[src/rtl/clock_pkg.sv]
// Shared types and constants for the clock/alarm blocks.
package clock_pkg;

  localparam int unsigned BCD_W    = 4;
  localparam int unsigned HOUR_MAX = 23;
  localparam int unsigned MIN_MAX  = 59;

  typedef logic [BCD_W-1:0] bcd_t;

  typedef enum logic [2:0] {
    OFF     = 3'd0,
    SET_H   = 3'd1,
    SET_M   = 3'd2,
    ARMED   = 3'd3,
    RINGING = 3'd4
  } alarm_state_t;

endpackage

[src/rtl/alarm_ctrl_if.sv]
// Key/time inputs and alarm outputs of alarm_ctrl, grouped as one bus.
interface alarm_ctrl_if;
  import clock_pkg::*;

  bcd_t         digits [6];
  logic         alarm_key;
  logic         inc;
  logic         dec;
  bcd_t         alarm_digits [4];
  alarm_state_t alarm_state;
  logic         buzzer;

  modport master (
    output digits, alarm_key, inc, dec,
    input  alarm_digits, alarm_state, buzzer
  );

  modport slave (
    input  digits, alarm_key, inc, dec,
    output alarm_digits, alarm_state, buzzer
  );
endinterface

[src/rtl/bcd_updown.sv]
// Two-digit BCD up/down counter wrapping between 00 and MAX.
module bcd_updown
  import clock_pkg::*;
#(
  parameter int unsigned MAX = 59
) (
  input  logic clk,
  input  logic rst,
  input  logic en,
  input  logic inc,
  input  logic dec,
  output bcd_t tens,
  output bcd_t ones
);

  localparam bcd_t MAX_TENS = 4'(MAX / 10);
  localparam bcd_t MAX_ONES = 4'(MAX % 10);

  // Simultaneous inc and dec cancel out.
  always_ff @(posedge clk) begin
    if (rst) begin
      tens <= '0;
      ones <= '0;
    end else if (en && (inc ^ dec)) begin
      if (inc) begin
        if (tens == MAX_TENS && ones == MAX_ONES) begin
          tens <= '0;
          ones <= '0;
        end else if (ones == 4'd9) begin
          ones <= '0;
          tens <= tens + 4'(1);
        end else begin
          ones <= ones + 4'(1);
        end
      end else begin
        if (tens == 4'd0 && ones == 4'd0) begin
          tens <= MAX_TENS;
          ones <= MAX_ONES;
        end else if (ones == 4'd0) begin
          ones <= 4'd9;
          tens <= tens - 4'(1);
        end else begin
          ones <= ones - 4'(1);
        end
      end
    end
  end

endmodule

[src/rtl/alarm_ctrl.sv]
// Alarm setting, arming and ringing control with a square-wave buzzer.
module alarm_ctrl
  import clock_pkg::*;
#(
  parameter int unsigned TICK_DIV     = 100000,
  parameter int unsigned BEEP_HALF    = 25000,
  parameter int unsigned RING_SECONDS = 60
) (
  input  logic         clk100khz,
  input  logic         rst,
  alarm_ctrl_if.slave  bus
);

  localparam int unsigned RING_CYCLES = RING_SECONDS * TICK_DIV;
  localparam int unsigned RING_W      = $clog2(RING_CYCLES + 1);
  localparam int unsigned BEEP_W      = $clog2(BEEP_HALF + 1);

  alarm_state_t      state;
  logic              buzzer_q;
  logic              match_q;
  logic [RING_W-1:0] ring_cnt;
  logic [BEEP_W-1:0] beep_cnt;

  bcd_t h_tens, h_ones, m_tens, m_ones;
  logic match;
  logic any_key;

  bcd_updown #(.MAX(HOUR_MAX)) u_hour (
    .clk  (clk100khz),
    .rst  (rst),
    .en   (state == SET_H),
    .inc  (bus.inc),
    .dec  (bus.dec),
    .tens (h_tens),
    .ones (h_ones)
  );

  bcd_updown #(.MAX(MIN_MAX)) u_min (
    .clk  (clk100khz),
    .rst  (rst),
    .en   (state == SET_M),
    .inc  (bus.inc),
    .dec  (bus.dec),
    .tens (m_tens),
    .ones (m_ones)
  );

  assign match = (bus.digits[0] == h_tens) && (bus.digits[1] == h_ones) &&
                 (bus.digits[2] == m_tens) && (bus.digits[3] == m_ones) &&
                 (bus.digits[4] == 4'd0)   && (bus.digits[5] == 4'd0);

  assign any_key = bus.alarm_key | bus.inc | bus.dec;

  // Mode stepping, match edge detection, ring timeout and beep generation.
  always_ff @(posedge clk100khz) begin
    if (rst) begin
      state    <= OFF;
      buzzer_q <= 1'b0;
      match_q  <= 1'b0;
      ring_cnt <= '0;
      beep_cnt <= '0;
    end else begin
      match_q <= match;
      case (state)
        OFF:   if (bus.alarm_key) state <= SET_H;
        SET_H: if (bus.alarm_key) state <= SET_M;
        SET_M: if (bus.alarm_key) state <= ARMED;
        ARMED: begin
          if (bus.alarm_key) begin
            state <= OFF;
          end else if (match && !match_q) begin
            state    <= RINGING;
            buzzer_q <= 1'b1;
            ring_cnt <= '0;
            beep_cnt <= '0;
          end
        end
        RINGING: begin
          if (any_key || ring_cnt == RING_W'(RING_CYCLES - 1)) begin
            state    <= ARMED;
            buzzer_q <= 1'b0;
          end else begin
            ring_cnt <= ring_cnt + RING_W'(1);
            if (beep_cnt == BEEP_W'(BEEP_HALF - 1)) begin
              beep_cnt <= '0;
              buzzer_q <= ~buzzer_q;
            end else begin
              beep_cnt <= beep_cnt + BEEP_W'(1);
            end
          end
        end
        default: begin
          state    <= OFF;
          buzzer_q <= 1'b0;
        end
      endcase
    end
  end

  assign bus.alarm_digits[0] = h_tens;
  assign bus.alarm_digits[1] = h_ones;
  assign bus.alarm_digits[2] = m_tens;
  assign bus.alarm_digits[3] = m_ones;
  assign bus.alarm_state     = state;
  assign bus.buzzer          = buzzer_q;

endmodule

[src/flat_wrapper.sv]
// flat-port wrapper written by rule: the top's interface ports become plain ports
module alarm_ctrl_flat import clock_pkg::*;
#(
  parameter int unsigned TICK_DIV     = 100000,
  parameter int unsigned BEEP_HALF    = 25000,
  parameter int unsigned RING_SECONDS = 60
)
  (clk100khz, rst, bus_digits, bus_alarm_key, bus_inc, bus_dec, bus_alarm_digits, bus_alarm_state, bus_buzzer);
  alarm_ctrl_if bus_i ();
  input  logic clk100khz;
  input  logic rst;
  input wire logic [$bits(bus_i.digits)-1:0] bus_digits;
  input wire logic [$bits(bus_i.alarm_key)-1:0] bus_alarm_key;
  input wire logic [$bits(bus_i.inc)-1:0] bus_inc;
  input wire logic [$bits(bus_i.dec)-1:0] bus_dec;
  output wire logic [$bits(bus_i.alarm_digits)-1:0] bus_alarm_digits;
  output wire logic [$bits(bus_i.alarm_state)-1:0] bus_alarm_state;
  output wire logic [$bits(bus_i.buzzer)-1:0] bus_buzzer;
  assign bus_i.digits = {>>{bus_digits}};
  assign bus_i.alarm_key = bus_alarm_key;
  assign bus_i.inc = bus_inc;
  assign bus_i.dec = bus_dec;
  assign bus_alarm_digits = {>>{bus_i.alarm_digits}};
  assign bus_alarm_state = bus_i.alarm_state;
  assign bus_buzzer = bus_i.buzzer;
  alarm_ctrl #(.TICK_DIV(TICK_DIV), .BEEP_HALF(BEEP_HALF), .RING_SECONDS(RING_SECONDS)) u_core (.clk100khz(clk100khz), .rst(rst), .bus(bus_i));
endmodule
[config.mk]
export PLATFORM = sky130hd
export DESIGN_NAME = alarm_ctrl_flat
export DESIGN_NICKNAME = d
export VERILOG_FILES = /design/src/rtl/clock_pkg.sv /design/src/rtl/alarm_ctrl_if.sv /design/src/rtl/bcd_updown.sv /design/src/rtl/alarm_ctrl.sv /design/src/flat_wrapper.sv
export SDC_FILE = /design/constraint.sdc
export NUM_CORES = 1
export LEC_CHECK = 0
export ABC_AREA = 1
export CORE_ASPECT_RATIO = 1.1
export CORE_UTILIZATION = 55
export DETAILED_ROUTE_END_ITERATION = 12
export PLACE_DENSITY = 0.77
export REMOVE_ABC_BUFFERS = 1
export SYNTH_ARGS = -nofsm -noshare
export SYNTH_HDL_FRONTEND = slang
export SYNTH_SLANG_ARGS = --single-unit
[constraint.sdc]
create_clock -name clk100khz -period 3.8 [get_ports clk100khz]
set_clock_uncertainty 0.05 [all_clocks]
set_input_delay 0.38 -clock clk100khz [delete_from_list [all_inputs] [get_ports clk100khz]]
set_output_delay 0.38 -clock clk100khz [all_outputs]
set_load 0.02 [all_outputs]
* Word-level counts from Yosys, hierarchy flattened
Index checks and enable logic that the tools add are counted.
** Word-level totals
- Flip-flop bits (word level) :: 59
- Input port bits :: 29
- Output and inout port bits :: 20
** Operators by class
- Eq/ne operators :: 26
- Reductions and logical operators :: 30
- Add/sub/neg operators :: 10
- Muxes and demuxes :: 41
- Bitwise logic cells :: 5
** Operator list (number)
- 4-bit 2-to-1 mux :: 20
- 23-bit 2-to-1 mux :: 3
- 15-bit 2-to-1 mux :: 4
- 23-bit case mux with 2 select lines :: 1
- 15-bit case mux with 2 select lines :: 1
- 4-bit zero test :: 6
- 23-bit by 1-bit adder with 23-bit output, second input constant :: 1
- 23-bit equality test, second input constant :: 1
- 3-bit 2-to-1 mux :: 6
- 4-bit by 1-bit adder with 4-bit output, second input constant :: 4
- 4-bit equality test :: 4
- 4-bit by 1-bit subtractor with 4-bit output, second input constant :: 4
- 15-bit by 1-bit adder with 15-bit output, second input constant :: 1
- 15-bit equality test, second input constant :: 1
- 3-bit case mux with 5 select lines :: 1
- 1-bit logical AND :: 12
- 2-bit != test, second input constant :: 5
- 3-bit by 1-bit != test with 1-bit output, second input constant :: 3
- 4-bit by 2-bit equality test with 1-bit output, second input constant :: 2
- 4-bit equality test, second input constant :: 2
- 4-bit AND reduction :: 2
- 3-bit by 2-bit equality test with 1-bit output, second input constant :: 2
- 3-bit AND reduction :: 2
- 3-bit nonzero test :: 2
- 16 further kinds :: 22

* Longest topological paths before layout
- Depth in word-level cells :: 10
- Gate-level depth with buffers :: 14

* Cells and area by module
Synthesis repeated with hierarchy kept, for this count alone.
** Second synthesis, totals
- Cell total of the unflattened synthesis :: 808
- Area, all modules :: 4879.7 µm²
** Modules (own cells, without submodules)
- alarm_ctrl :: area an instance 3301.9 µm², cells each 570, seq. area each 860.8 µm², times used 1
- bcd_updown at u_core.u_min :: area an instance 797.0 µm², cells each 120, seq. area each 160.2 µm², times used 1
- bcd_updown at u_core.u_hour :: area an instance 780.7 µm², cells each 118, seq. area each 160.2 µm², times used 1

* Worst setup path before layout
No wires, ideal clock.
- Kind :: register -> register
- Start :: register u_core.u_hour.ones[0]
- End :: register u_core.u_hour.ones[3]
- Required time :: 3634 ps
- Clock period less this slack :: 1771 ps
- Cell stages (with the launch flop) :: 11
- Path slack :: 2029 ps
- Data arrival time :: 1605 ps
- Buffers on the path :: 0
- Cells stage by stage :: dfxtp_1 -> inv_2 -> ha_1 -> inv_1 -> nor3_1 -> nand3_1 -> nand2_1 -> o21bai_1 -> o211ai_1 -> o211ai_1 -> inv_1
** On the way
- Word-level cells in the longest chain between the ends :: 4
** Ends and longest elaborated chain
- start, declared :: line bcd_updown.sv:13 : output bcd_t ones
- start signal, assigned :: line bcd_updown.sv:33 : ones <= ones + 4'(1);
- start signal, assigned :: line bcd_updown.sv:43 : ones <= ones - 4'(1);
- 4-bit by 1-bit subtractor with 4-bit output (tied with other cells) :: line bcd_updown.sv:43
- 4-bit 2-to-1 mux (tied with other cells) :: line bcd_updown.sv:39 : end else if (ones == 4'd0) begin
- 4-bit 2-to-1 mux, on equally long branches :: line bcd_updown.sv:36, bcd_updown.sv:26
- 4-bit 2-to-1 mux * :: line bcd_updown.sv:25 : if (inc) begin
Every way passes the cells marked *; elsewhere a longest branch is shown, timed or not.
A chain may end at the register's enable or synchronous reset.

* Final worst setup path
- Start :: register u_core.ring_cnt[0]
- End :: register u_core.ring_cnt[6]
** On the way
- Word-level cells in the longest chain between the ends :: 4
** Ends and longest elaborated chain
- start, declared :: line alarm_ctrl.sv:21 : logic [RING_W-1:0] ring_cnt;
- start signal, assigned :: line alarm_ctrl.sv:83 : ring_cnt <= ring_cnt + RING_W'(1);
- branches (longest 4 deep; another with 23-bit by 1-bit adder with 23-bit output)
Parallel ways; which one is timed is not known. The select of a mux whose other input is x is not followed.

==> reports/qor.csv <==
stage,metric,value,unit
routing,DR WL/cell,12.6,µm
clock_network,cts hold-fix bufs,0,
place,DP Worst Slack,1.01,ns
run_status,outcome,"complete, no violations",
logic_synthesis,library cells used by synthesis,39,
clock_network,largest buffer count on any clock path,2,
critical_path,WS Path Type,flip-flop to flip-flop,
place,DPL Wire Length,7.94,mm
logic_synthesis,synthesized flop and latch total,59,
floorplan,die width,87.6,µm
clock_network,CTS buffer count,9,
floorplan,Core Region,7640,µm²
sta,unrepaired setup endpoints after global routing,no,
place,IO Port Bufs,48,
power_and_ir_drop,Power per Cell Area,304,nW/µm²
critical_path,Critical Path RT,4.00,ns
critical_path,crit-path most repeated cell,nor2_1,
routing,Pre-antenna DRT Iters,5,
critical_path,"Max stage delay cell, worst path",dfxtp_1,
clock_network,post-CTS setup buffers,0,
logic_synthesis,sequential area share after synthesis,26.7,%
logic_synthesis,Ys Warns,0,
floorplan,chip height,96.1,µm
critical_path,CP Cell Sequence,"ha_1, nand3_2, nor2_1, nand3_1, nand3_2, o21ai_2, buf_4, nand2_4, clkinv_2, nor2_1, nor2_1",
clock_network,Clock transition at path regs,0.08,ns
power_and_ir_drop,Leak Pwr,1.99,nW
floorplan,initial core utilization,58.0,%
job,Max-cap violations,0,
critical_path,Crit. End Element,flip-flop,
critical_path,CP arrival,2.96,ns
final_layout,design area,5100,µm²
global_route,largest net degree at the start of global routing,37,
clock_network,Clock Latency Late Sink,0.36,ns
place,Area after DPL,4910,µm²
logic_synthesis,Mapped Area,4430,µm²
clock_network,clock root buffer,clkbuf_8,
power_and_ir_drop,peak supply drop,0.178,mV
sta,Final WS setup,1.04,ns
logic_synthesis,ys async rst share,0,%
floorplan,site row count,33,
clock_network,CTS Sinks,59,
sta,setup TNS,0,ns
critical_path,"CP delay by family, top",simple AND/OR/NAND/NOR gates,
logic_synthesis,Post-synth top flop,dfxtp_1,
sta,fmax,362,MHz
sta,min Tclk post-route,2.76,ns
sta,crit share post-route,72.7,%
sta,pin slew with the least headroom to its limit,0.522,ns
final_layout,highest-count cells in the layout ignoring fill and taps,"177 x nand2_1, 137 x nor2_1, 75 x inv_1, 72 x nand3_1, 59 x dfxtp_1",
final_layout,share of layout cells above drive strength 1,6.43,%
sta,Worst slew margin,65.1,%
routing,total number of vias,4785,
global_route,first-pass GRT wire length,18.7,mm
critical_path,Worst setup SP type,flip-flop,
critical_path,largest stage delay on the critical path,0.41,ns
sta,Hold WS,0.452,ns
worst_hold_path,Hold WC Path Type,flip-flop to flip-flop,
critical_path,FF-to-FF Start,u_core.ring_cnt[0],
final_layout,Synth-to-Final Area Change,15.1,%
clock_network,CTS tree,yes,
global_route,Overflow after GRT,0,
global_route,initial antenna violation count,0,
critical_path,number of buffers and inverters on the critical path,2,
floorplan,IO Pins,49,
routing,Post-Route WL,11.1,mm
sta,max-slew violation count,0,
final_layout,# diodes,0,
logic_synthesis,Post-synth EDFFs,0,
clock_network,Resize count post-CTS,0,
routing,detailed-route DRC error count,0,
final_layout,final cell count without fillers,883,
final_layout,Layout fillers,695,
floorplan,Die ar.,8420,µm²
global_route,total track usage,27.9,%
final_layout,"commonest non-fill, non-tap cell in the layout",nand2_1,
sta,final hold vios,0,
final_layout,Final nets,813,
critical_path,Max Fanout on Critical Path,36,
place,placed insts,867,
worst_hold_path,hold path start,u_core.beep_cnt[14],
sta,setup violators final,0,
routing,antenna violation net count after detailed routing,0,
logic_synthesis,Syn Area/Cell,6.02,µm²
logic_synthesis,Synth Instances,736,
routing,DR iter-0 viols,319,
routing,vias per cell,5.42,
critical_path,Worst setup startpoint,u_core.ring_cnt[0],
clock_network,H-tree depth,3,
place,GPL Wtd Cong,0.924,
global_route,vias in the first global route,4262,
==> metal layers <==
layer | vias up | GRT usage [%] | routed length (µm)
met2 | 174 | 49.2 | 5380
li1 | 2451 | - | -
met1 | 2140 | 32.7 | 4830
met5 | - | 0 | 0
met4 | 0 | 11.6 | 174
met3 | 20 | 5.92 | 759
==> final timing paths <==
| path | depth (start not counted) | slack, ns | end |
|---|---|---|---|
| worst min-delay path | 2 | 0.45 | u_core.beep_cnt[14] |
| worst min register to register | 2 | 0.45 | u_core.beep_cnt[14] |
| worst max-delay path | 11 | 1.04 | u_core.ring_cnt[6] |
| worst max register to register | 11 | 1.04 | u_core.ring_cnt[6] |
==> synth_stat cells, types with 2 or more instances <==
| library cell | n | area (µm²) |
|---|---|---|
| a31oi_1 | 4 | 25.0 |
| nor2_2 | 2 | 12.5 |
| inv_2 | 11 | 41.3 |
| inv_1 | 75 | 282 |
| nand2_4 | 2 | 22.5 |
| xor2_1 | 16 | 140 |
| a211oi_1 | 3 | 22.5 |
| o211ai_1 | 5 | 37.5 |
| o21bai_1 | 2 | 15.0 |
| o21ai_0 | 26 | 130 |
| dfxtp_1 | 59 | 1180 |
| a21oi_1 | 37 | 185 |
| buf_4 | 9 | 67.6 |
| ha_1 | 11 | 138 |
| nand3_1 | 72 | 360 |
| buf_6 | 4 | 45.0 |
| o221ai_1 | 2 | 17.5 |
| nor2_1 | 137 | 514 |
| nand2_1 | 177 | 664 |
| xnor2_1 | 10 | 87.6 |
| nand4_1 | 15 | 93.8 |
| clkbuf_1 | 8 | 30.0 |
| nand3_2 | 6 | 60.1 |
| or2_2 | 4 | 25.0 |
| o21ai_1 | 3 | 15.0 |
| buf_2 | 4 | 20.0 |
| a221oi_1 | 2 | 17.5 |
| clkinv_1 | 2 | 7.51 |
| nor3_1 | 18 | 90.1 |
==> metrics by stage <==
step | total power [mW] | utilization, %
after floorplan | 0.865 | -
after global placement | 0.971 | 64.2
after detailed placement | 0.977 | 64.2
after CTS | 1.55 | 66.8
after global routing | 1.62 | 66.8
final | 1.55 | 66.8
==> final cells by class <==
type	instances	area (µm²)	area share, %
Sequential cell	59	1180	23.2
Clock buffer	10	128	2.50
Clock inverter	6	66.3	1.30
Multi-Input combinational cell	562	2750	53.9
Timing Repair Buffer	52	510	10.0
Tap cell	105	131	2.58
Inverter	89	335	6.58
==> tightest hold or removal path: stages (launching register included) <==
cell and delay [ns]:
dfxtp_1 0.34, nand2_1 0.07, a21oi_1 0.05
==> registers in the layout (all words and copies together) (netlist names) <==
signal                  flops
u_core.bus.alarm_state      3
u_core.u_min.tens           4
u_core.u_hour.ones          4
u_core.u_hour.tens          4
u_core.beep_cnt            15
u_core.bus.buzzer           1
u_core.u_min.ones           4
u_core.match_q              1
u_core.ring_cnt            23
==> where the power goes <==
part | switching [mW] | internal, mW
registers | 0.0384 | 0.641
logic | 0.162 | 0.123
clock network | 0.281 | 0.304
total | 0.482 | 1.07
==> cells by family (layout without fill, tap and decap cells) <==
family,count (synthesis),count (layout),synth area share [%]
compound gates,88,88,11.3
xor+xnor,26,26,5.14
fa+ha+maj,11,11,3.11
buf+inv,115,157,11.3
flops,59,59,26.7
simple gates,437,437,42.4
Note: power is estimated with default switching activity, not from simulation.
